File: src/rtl/dma_fetch_ctrl_pkg.sv
// dma_fetch_ctrl_pkg: shared ring-buffer constants, fetch state encoding and FIFO entry layout
package dma_fetch_ctrl_pkg;
  localparam int PDU_DEPTH     = 512;
  localparam int PDU_AWIDTH    = $clog2(PDU_DEPTH);
  localparam int THRESHOLD     = 64;
  localparam int MAX_SLOT      = PDU_DEPTH - THRESHOLD;
  localparam int APP_IDX_WIDTH = 4;
  localparam int FLIT_W        = 512;

  typedef enum logic [1:0] {ST_IDLE, ST_READ, ST_DRAIN} fetch_state_t;

  typedef struct packed {
    logic                     sop;
    logic                     eop;
    logic [APP_IDX_WIDTH-1:0] queue;
    logic [FLIT_W-1:0]        data;
  } fifo_entry_t;

  typedef struct packed {
    logic                     vld;
    logic                     sop;
    logic                     eop;
    logic [APP_IDX_WIDTH-1:0] queue;
  } rd_tag_t;

  function automatic logic [31:0] sat_inc(input logic [31:0] v, input logic en);
    return (en && v != '1) ? v + 32'd1 : v;
  endfunction
endpackage

File: src/rtl/dma_fetch_ctrl_fifo.sv
// dma_fetch_fifo: show-ahead synchronous FIFO holding fetched flits with occupancy output
import dma_fetch_ctrl_pkg::*;
module dma_fetch_fifo #(
  parameter int FIFO_DEPTH = 4
) (
  input  logic                              clk,
  input  logic                              rst_n,
  input  logic                              i_push,
  input  fifo_entry_t                       i_din,
  input  logic                              i_pop,
  output fifo_entry_t                       o_head,
  output logic                              o_empty,
  output logic [$clog2(FIFO_DEPTH+1)-1:0]   o_occ
);
  localparam int AW = $clog2(FIFO_DEPTH);
  localparam int CW = $clog2(FIFO_DEPTH + 1);

  fifo_entry_t    r_mem [FIFO_DEPTH];
  logic [AW-1:0]  r_wr_ptr, r_rd_ptr;
  logic [CW-1:0]  r_cnt;

  function automatic logic [AW-1:0] bump(input logic [AW-1:0] p);
    return (p == AW'(FIFO_DEPTH - 1)) ? '0 : p + 1'b1;
  endfunction

  // Storage write; contents need no reset since the head is only consumed when non-empty
  always_ff @(posedge clk)
    if (i_push) r_mem[r_wr_ptr] <= i_din;

  // Pointer and occupancy tracking
  always_ff @(posedge clk or negedge rst_n)
    if (!rst_n) begin
      r_wr_ptr <= '0;
      r_rd_ptr <= '0;
      r_cnt    <= '0;
    end else begin
      if (i_push) r_wr_ptr <= bump(r_wr_ptr);
      if (i_pop)  r_rd_ptr <= bump(r_rd_ptr);
      r_cnt <= r_cnt + CW'(i_push) - CW'(i_pop);
    end

  assign o_head  = r_mem[r_rd_ptr];
  assign o_empty = (r_cnt == '0);
  assign o_occ   = r_cnt;
endmodule

File: src/rtl/dma_fetch_ctrl.sv
// dma_fetch_ctrl: fetches a DMA's flits from the ring buffer into a stream; DMA_FETCH_STATS_EN enables statistics
import dma_fetch_ctrl_pkg::*;
module dma_fetch_ctrl #(
  parameter int PDU_DEPTH  = dma_fetch_ctrl_pkg::PDU_DEPTH,
  parameter int PDU_AWIDTH = $clog2(PDU_DEPTH),
  parameter int THRESHOLD  = dma_fetch_ctrl_pkg::THRESHOLD,
  parameter int FIFO_DEPTH = 4
) (
  input  logic                     clk,
  input  logic                     rst_n,
  input  logic                     dma_start,
  input  logic [PDU_AWIDTH-1:0]    dma_size,
  input  logic [PDU_AWIDTH-1:0]    dma_base_addr,
  input  logic [APP_IDX_WIDTH-1:0] dma_queue,
  output logic                     dma_done,
  output logic [PDU_AWIDTH-1:0]    rd_addr,
  output logic                     rd_en,
  input  logic                     rd_valid,
  input  logic [FLIT_W-1:0]        rd_data,
  output logic                     out_valid,
  input  logic                     out_ready,
  output logic [FLIT_W-1:0]        out_data,
  output logic                     out_sop,
  output logic                     out_eop,
  output logic [APP_IDX_WIDTH-1:0] out_queue,
  output logic [31:0]              stat_dma_cnt,
  output logic [31:0]              stat_flit_cnt,
  output logic [31:0]              stat_stall_cnt
);
  localparam int MAX_SLOT = PDU_DEPTH - THRESHOLD;
  localparam int CW       = $clog2(FIFO_DEPTH + 1);

  fetch_state_t              r_state;
  logic [PDU_AWIDTH-1:0]     r_cur_addr, r_remaining;
  logic [APP_IDX_WIDTH-1:0]  r_queue;
  logic                      r_first, r_zero, r_zero_dly;
  rd_tag_t [2:0]             r_tag;
  logic [CW-1:0]             w_occ;
  logic                      w_empty, w_pop, w_push, w_issue;
  fifo_entry_t               w_head, w_din;
  logic [31:0]               w_used;
  logic [PDU_AWIDTH-1:0]     w_next_addr;

  assign w_pop       = out_valid & out_ready;
  assign w_push      = rd_valid & r_tag[2].vld;
  assign w_din       = '{sop: r_tag[2].sop, eop: r_tag[2].eop, queue: r_tag[2].queue, data: rd_data};
  // Slots committed after this edge: in-flight reads plus stored flits, less the one leaving now
  assign w_used      = 32'(r_tag[0].vld) + 32'(r_tag[1].vld) + 32'(r_tag[2].vld) + 32'(w_occ) - 32'(w_pop);
  assign w_issue     = (r_state == ST_READ) && (w_used < 32'(FIFO_DEPTH));
  assign w_next_addr = (32'(r_cur_addr) + 32'd1 >= 32'(MAX_SLOT)) ? '0 : r_cur_addr + 1'b1;

  // Fetch sequencer: accepts descriptors, issues credit-limited reads, signals completion
  always_ff @(posedge clk or negedge rst_n)
    if (!rst_n) begin
      r_state     <= ST_IDLE;
      r_cur_addr  <= '0;
      r_remaining <= '0;
      r_queue     <= '0;
      r_first     <= 1'b0;
      r_zero      <= 1'b0;
      r_zero_dly  <= 1'b0;
      rd_en       <= 1'b0;
      rd_addr     <= '0;
      dma_done    <= 1'b0;
    end else begin
      rd_en    <= w_issue;
      dma_done <= 1'b0;
      if (w_issue) begin
        rd_addr     <= r_cur_addr;
        r_cur_addr  <= w_next_addr;
        r_remaining <= r_remaining - 1'b1;
        r_first     <= 1'b0;
      end
      case (r_state)
        ST_IDLE:
          if (dma_start) begin
            r_cur_addr  <= dma_base_addr;
            r_remaining <= dma_size;
            r_queue     <= dma_queue;
            r_first     <= 1'b1;
            r_zero      <= (dma_size == '0);
            r_zero_dly  <= 1'b0;
            r_state     <= (dma_size == '0) ? ST_DRAIN : ST_READ;
          end
        ST_READ:
          if (w_issue && r_remaining == PDU_AWIDTH'(1)) r_state <= ST_DRAIN;
        ST_DRAIN:
          if (r_zero ? r_zero_dly : (w_pop && w_head.eop)) begin
            dma_done <= 1'b1;
            r_state  <= ST_IDLE;
          end else begin
            r_zero_dly <= r_zero;
          end
        default: r_state <= ST_IDLE;
      endcase
    end

  // Read tag pipeline: tracks the fixed 2-cycle read latency so returning flits get sop/eop/queue
  always_ff @(posedge clk or negedge rst_n)
    if (!rst_n) r_tag <= '0;
    else r_tag <= {r_tag[1:0], w_issue ? rd_tag_t'{vld: 1'b1, sop: r_first, eop: (r_remaining == PDU_AWIDTH'(1)), queue: r_queue} : rd_tag_t'('0)};

  dma_fetch_fifo #(.FIFO_DEPTH(FIFO_DEPTH)) u_fifo (
    .clk     (clk),
    .rst_n   (rst_n),
    .i_push  (w_push),
    .i_din   (w_din),
    .i_pop   (w_pop),
    .o_head  (w_head),
    .o_empty (w_empty),
    .o_occ   (w_occ)
  );

  assign out_valid = !w_empty;
  assign out_data  = w_empty ? '0 : w_head.data;
  assign out_sop   = !w_empty && w_head.sop;
  assign out_eop   = !w_empty && w_head.eop;
  assign out_queue = w_empty ? '0 : w_head.queue;

`ifdef DMA_FETCH_STATS_EN
  // Saturating event counters for completed DMAs, delivered flits and backpressure cycles
  always_ff @(posedge clk or negedge rst_n)
    if (!rst_n) begin
      stat_dma_cnt   <= '0;
      stat_flit_cnt  <= '0;
      stat_stall_cnt <= '0;
    end else begin
      stat_dma_cnt   <= sat_inc(stat_dma_cnt, dma_done);
      stat_flit_cnt  <= sat_inc(stat_flit_cnt, w_pop);
      stat_stall_cnt <= sat_inc(stat_stall_cnt, out_valid & !out_ready);
    end
`else
  assign stat_dma_cnt   = '0;
  assign stat_flit_cnt  = '0;
  assign stat_stall_cnt = '0;
`endif
endmodule

File: config.mk
export PLATFORM = sky130hd
export DESIGN_NAME = dma_fetch_ctrl
export DESIGN_NICKNAME = d
export VERILOG_FILES = /design/src/rtl/dma_fetch_ctrl_pkg.sv /design/src/rtl/dma_fetch_ctrl_fifo.sv /design/src/rtl/dma_fetch_ctrl.sv
export SDC_FILE = /design/constraint.sdc
export NUM_CORES = 2
export LEC_CHECK = 0
export BUFFER_PORTS_ARGS = -buffer_cell sky130_fd_sc_hd__clkbuf_2
export CORE_ASPECT_RATIO = 0.6
export CORE_MARGIN = 2
export CORE_UTILIZATION = 35
export DETAILED_ROUTE_END_ITERATION = 12
export MAX_ROUTING_LAYER = met4
export PLACE_DENSITY_LB_ADDON = 0.2
export SLEW_MARGIN = 20
export SYNTH_ARGS = -nofsm -noshare
export SYNTH_HDL_FRONTEND = slang
export SYNTH_SLANG_ARGS = --single-unit
File: constraint.sdc
create_clock -name clk -period 12.9 [get_ports clk]
set_input_delay 0.645 -clock clk [delete_from_list [all_inputs] [get_ports clk]]
set_output_delay 0.645 -clock clk [all_outputs]
set_load 0.01 [all_outputs]
Word level (Yosys, flattened, before mapping)
Memories as Yosys holds them, arrays and structs flattened.
Cells that the tools add are included.

storage, ports and cells
  input bits = 539
  memory bits (writable) = 2072
  flip-flop bits (word level) = 66
  memories kept = 1

operators by class
  bitwise gates (word level) = 2
  add/sub/neg operators = 11
  reduce and logical (&&, ||, !) cells = 13
  muxes and demuxes = 28
  order comparisons = 2
  equality and inequality tests = 9

memory list
  name          depth  width  rd ports  clocked after memory_dff  write ports  RTL line                   RTL
  u_fifo.r_mem  4      518    1         0                         1            dma_fetch_ctrl_fifo.sv:18  fifo_entry_t r_mem [FIFO_DEPTH];

operators with widths
  kind                                                                                   number
  512-bit two-way mux                                                                    1
  9-bit two-way mux                                                                      7
  32-bit by 3-bit < comparator with 1-bit output (second input constant)                 1
  2-bit two-way mux                                                                      6
  9-bit by 1-bit adder with 10-bit output (second input constant)                        1
  10-bit by 9-bit greater-or-equal comparator with 1-bit output (second input constant)  1
  1-bit two-way mux                                                                      10
  9-bit by 1-bit adder with 9-bit output (second input constant)                         1
  9-bit by 1-bit == test with 1-bit output (second input constant)                       1
  9-bit logical NOT                                                                      1
  9-bit by 1-bit subtractor with 9-bit output (second input constant)                    1
  7-bit two-way mux                                                                      1
  2-bit == test (second input constant)                                                  3
  2-bit != test (second input constant)                                                  3
  2-bit one-hot mux with 3 select lines                                                  1
  3-bit AND reduction                                                                    2
  1-bit logical AND                                                                      5
  4-bit by 1-bit subtractor with 5-bit output                                            1
  2-bit by 1-bit adder with 2-bit output (second input constant)                         2
  3-bit by 3-bit adder with 4-bit output                                                 1
  4-bit two-way mux                                                                      1
  2-bit by 1-bit adder with 3-bit output                                                 1
  3-bit by 1-bit adder with 3-bit output                                                 1
  3-bit logical NOT                                                                      1
  10 further kinds                                                                       11

Longest topological paths before layout
  depth after elaboration = 9
  depth in mapped cells = 16
  gate-level depth less buffers = 14

Modules after synthesis
A second synthesis with hierarchy kept.

unflattened totals
  cells, all modules = 3701
  area, all modules = 82681.8 µm²

by module, submodules not included
  module          seq. area each (µm²)  times used  cells each  area an instance (µm²)
  dma_fetch_fifo  62394.8               1           2741        75695.1
  dma_fetch_ctrl  1451.4                1           960         6986.7

Worst setup path before layout
OpenSTA, ideal clock, no wires.

  kind = input port to flip-flop
  from = in rd_valid
  to = mem u_fifo.r_mem[1][0] (netlist name), enable pin
  path slack = -483 ps
  cell stages on the path = 1
  path buffers = 0
  arrival = 12430 ps
  cells stage by stage = and3_1

on the way
  longest elaborated chain between the ends = 3

RTL lines
  item                                     RTL line                   RTL
  from (decl)                              dma_fetch_ctrl.sv:18       input logic rd_valid,
  1-bit AND                                dma_fetch_ctrl.sv:45       assign w_push = rd_valid & r_tag[2].vld;
  1-bit two-way mux                        dma_fetch_ctrl_fifo.sv:28  if (i_push) r_mem[r_wr_ptr] <= i_din;
  1-bit two-way mux (implied by the code)  dma_fetch_ctrl_fifo.sv:28
  to (decl)                                dma_fetch_ctrl_fifo.sv:18

Every way passes these cells.

Worst setup path after layout
  from = reg u_fifo.r_rd_ptr[1]
  to = out out_data[249]

on the way
  longest elaborated chain between the ends = 2

RTL lines
  item                     RTL line                   RTL
  from (decl)              dma_fetch_ctrl_fifo.sv:19  logic [AW-1:0] r_wr_ptr, r_rd_ptr;
  from (signal assigned)   dma_fetch_ctrl_fifo.sv:38  if (i_pop) r_rd_ptr <= bump(r_rd_ptr);
  memory read 4 x 518 bit  --
  512-bit two-way mux      dma_fetch_ctrl.sv:115      assign out_data = w_empty ? '0 : w_head.data;
  to (decl)                dma_fetch_ctrl.sv:22       output logic [FLIT_W-1:0] out_data,

Every way passes these cells.

==> flow_summary.json <==
{
  "synth_flop_cell": "sky130_fd_sc_hd__edfxtp_1",
  "path_clk_slew_ns": 0.07,
  "clock-sinks": 2137,
  "grt_first_pass_wirelength_microns": 303800,
  "status": "complete, no violations",
  "fmaxAchievable_ghz": 0.1758,
  "postSynthRegisterBits": 2137,
  "syn_inst_count": 3683,
  "clock_skew_ns": 0.04672,
  "end_kind": "output port",
  "setup_viol_count_final": 0,
  "detail_route.wl_per_cell_microns": 24.52,
  "cp_max_fo": 119,
  "cts_root_buf": "sky130_fd_sc_hd__clkbuf_16",
  "synth_edf_count": 2072,
  "via_count_of_the_first_global_routing_pass": 42890,
  "max_slew_violation_total_from_the_final_report": 0,
  "global_route.overflow_total": 0,
  "holdCritPathClass": "primary input to flip-flop",
  "synth_warnings": 0,
  "switching_power_total_uw": 6559,
  "final.period_utilization_pct": 44.08,
  "core_region_area_sq_mm": 0.2323,
  "post-dp-hpwl_microns": 134800,
  "rsz0062_at_grt": "no",
  "synth_sequential_area_ratio_pct": 78.14,
  "internal-power_uw": 14180,
  "timing.critical_path.arrival_ns": 5.04,
  "initial_utilization_pct": 35.18,
  "initialDrtViolationCount": 2954,
  "num_vias": 41670,
  "slew_headroom_pct": 30.02,
  "hold_path_startpoint": "rd_data[108]",
  "grt_antenna_before_repair": 37,
  "worst-r2r-cell-count": 14,
  "max-cap-violations": 0,
  "power_switching_share_pct": 31.63,
  "chip_width_microns": 627.8,
  "power_frac_seq_pct": 39.5,
  "layout.nets": 5901,
  "hold_depth": 1,
  "rows": 137,
  "wirelength_microns": 212200,
  "syn-mean-instance-area_sq_um": 22.19,
  "met2WireLength_microns": 107900,
  "area_growth_pct": 24.89,
  "cts-buffers-inserted": 208,
  "drt-pass1-iter-count": 5,
  "grt_max_degree": 188,
  "async_reset_ff_share_pct": 3.042,
  "pwr-share-comb_pct": 32.5,
  "die_h_microns": 378.3,
  "global_route.usage.total_pct": 17.85,
  "power_per_cell_area_mw_per_mm2": 203.2,
  "pwr-share-clk_pct": 28.0,
  "routedLengthMet1_microns": 89170,
  "io_pins": 1165,
  "antenna_left": 0,
  "whs_ns": 0.08439,
  "reg2reg_from": "u_fifo.o_occ[2]",
  "clock_tree_from_tritoncts": "done",
  "gp_congestion": 0.8068,
  "source_to_sink_clock_delay_at_the_later_pin_of_the_worst_skew_pair_ns": 0.83,
  "placedInstanceArea_sq_mm": 0.09047,
  "power.leakage_uw": 0.03495,
  "die_outline_area_sq_mm": 0.2375,
  "detail_route.vias_per_cell": 4.815,
  "wl_met3_microns": 10550,
  "summed_area_of_non_filler_cells_in_the_final_layout_sq_mm": 0.1020,
  "worstSetupStartpoint": "u_fifo.r_rd_ptr[1]",
  "required_ns": 12.26,
  "synth.cell_area_sq_mm": 0.08171,
  "highest_layer": "met4",
  "drive_gt1_share_pct": 35.31,
  "synth_cell_type_count": 55,
  "worstSetupStartpointType": "flip-flop",
  "clock_buffer_depth": 4,
  "io_buffer_count": 1068,
  "crit_type": "flip-flop to output port",
  "maximum_level_of_the_cts_h_tree": 4,
  "finalWorstPathRequiredPeriod_ns": 5.687,
  "irDropWorstVdd_uv": 196.7,
  "worstMarginPinSlew_ns": 1.050,
  "drc": 0,
  "report.final.hold_viol_count": 0
}
-- area by class of cell --
type	count	area [sq um]
Fill cell	20240	130200
Inverter	21	78.83
Multi-Input combinational cell	1338	16700
Timing Repair Buffer	1637	11100
Sequential cell	2137	63850
Clock inverter	111	920.9
Antenna cell	28	70.07
Clock buffer	256	5409
Tap cell	3127	3913
-- registers in the layout, summed over array words and instances, names as in the netlist, 3 cells and up --
name and flops:
u_fifo.r_mem 2072, r_tag 21, r_cur_addr 9, r_remaining 9, rd_addr 9, r_queue 4, u_fifo.o_occ 3
-- power groups by stage --
stage	Sequential [uW]	Combinational, uW	Clock [uW]
floorplan	8350	4040	0
global placement	8340	6760	0
detailed placement	8350	6750	0
CTS	8200	6920	5970
global route	8230	7210	6240
finish	8200	6740	5800
-- worst paths after layout --
| kind | end | slack, ns |
|---|---|---|
| max | out_data[249] | 7.21 |
| min | u_fifo.r_mem[2][108] | 0.08 |
| max reg2reg | r_state[0] | 8.20 |
| min reg2reg | r_tag[8] | 0.34 |
| max in group asynchronous | u_fifo.r_rd_ptr[0] | 11.70 |
| min in group asynchronous | rd_addr[5] | 0.54 |
-- through the flow --
stage / power [uW] / setup WS [ns] / setup TNS (ns) / util [%] / instances
6_report: 20740 / 7.213 / 0 / 43.94 / 8655
5_1_grt: 21680 / 7.020 / 0 / 43.93 / 8650
4_1_cts: 21090 / 7.107 / 0 / 43.89 / 8626
3_3_place_gp: 15100 / 8.087 / 0 / 38.95 / 7744
2_1_floorplan: 12390 / -0.4803 / -248.82 / - / 3778
3_5_place_dp: 15100 / 8.058 / 0 / 38.95 / 7744
-- critical path: stages, from the launching register on --
cell	delay [ns]
sky130_fd_sc_hd__dfrtp_4	0.90
sky130_fd_sc_hd__buf_4	0.88
sky130_fd_sc_hd__buf_4	0.64
sky130_fd_sc_hd__buf_12	0.52
sky130_fd_sc_hd__mux4_2	0.46
sky130_fd_sc_hd__and2_1	0.18
sky130_fd_sc_hd__clkbuf_2	0.13
-- synth_stat cells, types with 2 or more instances --
library cell	n	area share [%]
sky130_fd_sc_hd__and2_1	523	4.0
sky130_fd_sc_hd__buf_2	25	0.15
sky130_fd_sc_hd__mux4_2	518	14
sky130_fd_sc_hd__or3_1	5	0.038
sky130_fd_sc_hd__clkbuf_1	100	0.46
sky130_fd_sc_hd__nor4_1	5	0.038
sky130_fd_sc_hd__o21ai_0	14	0.086
sky130_fd_sc_hd__nor2_1	19	0.087
sky130_fd_sc_hd__nor4_2	2	0.031
sky130_fd_sc_hd__a21oi_1	11	0.067
sky130_fd_sc_hd__and3_1	6	0.046
sky130_fd_sc_hd__inv_1	20	0.092
sky130_fd_sc_hd__a41oi_1	2	0.021
sky130_fd_sc_hd__o31ai_1	2	0.018
sky130_fd_sc_hd__o21ai_1	4	0.025
sky130_fd_sc_hd__mux2_2	10	0.14
sky130_fd_sc_hd__xor2_1	3	0.032
sky130_fd_sc_hd__ha_1	17	0.26
sky130_fd_sc_hd__nand2_1	39	0.18
sky130_fd_sc_hd__a21o_1	3	0.028
sky130_fd_sc_hd__buf_4	96	0.88
sky130_fd_sc_hd__o22a_1	2	0.021
sky130_fd_sc_hd__a2111oi_0	2	0.021
sky130_fd_sc_hd__nand3_1	16	0.098
sky130_fd_sc_hd__dfrtp_1	65	2.0
sky130_fd_sc_hd__buf_6	2	0.028
sky130_fd_sc_hd__nand2b_1	3	0.023
sky130_fd_sc_hd__nor4b_4	2	0.058
sky130_fd_sc_hd__buf_1	59	0.27
sky130_fd_sc_hd__xnor2_1	7	0.075
sky130_fd_sc_hd__nor3_1	5	0.031
sky130_fd_sc_hd__edfxtp_1	2072	76
sky130_fd_sc_hd__fa_1	2	0.049
-- per-layer routing --
layer  vias to the layer above  global-route usage [%]
met5                         -                       -
met4                         0                   4.166
met3                       301                   3.376
met2                      1065                   29.49
met1                     22190                   22.90
li1                      18120                       -
-- kinds of logic after synthesis --
group	count (synthesis)	synth area share (%)
flops	2137	78.14
xor+xnor	10	0.1072
fa+ha+maj	19	0.3093
simple gates	635	4.741
buf+inv	303	1.890
compound gates	50	0.3951
mux	528	14.42
other cells	1	0.004589
-- what timing repair did --
| item | 4_1_cts | 5_1_grt |
|---|---|---|
| hold buffers | 515 | 0 |
| resized for setup | 0 | 0 |
| endpoints found under the setup margin | 0 | 0 |
| hold endpoints to repair | 2052 | 0 |
| buffers inserted | 0 | 0 |
-- cells in the final DEF (no fill, tap or decap), types with 5 or more instances in the layout --
cell,Yosys,final
sky130_fd_sc_hd__clkinv_1,1,48
sky130_fd_sc_hd__xnor2_1,7,7
sky130_fd_sc_hd__a21oi_1,11,11
sky130_fd_sc_hd__clkinv_2,0,27
sky130_fd_sc_hd__dlygate4sd3_1,0,515
sky130_fd_sc_hd__diode_2,0,28
sky130_fd_sc_hd__nand3_1,16,16
sky130_fd_sc_hd__clkinv_4,0,6
sky130_fd_sc_hd__buf_12,0,14
sky130_fd_sc_hd__buf_4,96,39
sky130_fd_sc_hd__nand2_1,39,39
sky130_fd_sc_hd__nor3_1,5,5
sky130_fd_sc_hd__clkbuf_16,0,208
sky130_fd_sc_hd__mux4_2,518,518
sky130_fd_sc_hd__dfrtp_1,65,63
sky130_fd_sc_hd__ha_1,17,17
sky130_fd_sc_hd__clkbuf_2,0,1067
sky130_fd_sc_hd__and2_1,523,523
sky130_fd_sc_hd__inv_6,0,5
sky130_fd_sc_hd__clkbuf_1,100,45
sky130_fd_sc_hd__o21ai_0,14,14
sky130_fd_sc_hd__nor2_1,19,18
sky130_fd_sc_hd__mux2_2,10,10
sky130_fd_sc_hd__bufinv_16,0,10
sky130_fd_sc_hd__conb_1,1,96
sky130_fd_sc_hd__nor4_1,5,5
sky130_fd_sc_hd__clkinvlp_4,0,5
sky130_fd_sc_hd__inv_1,20,20
sky130_fd_sc_hd__edfxtp_1,2072,2072
Power figures use the tool's default switching activity.
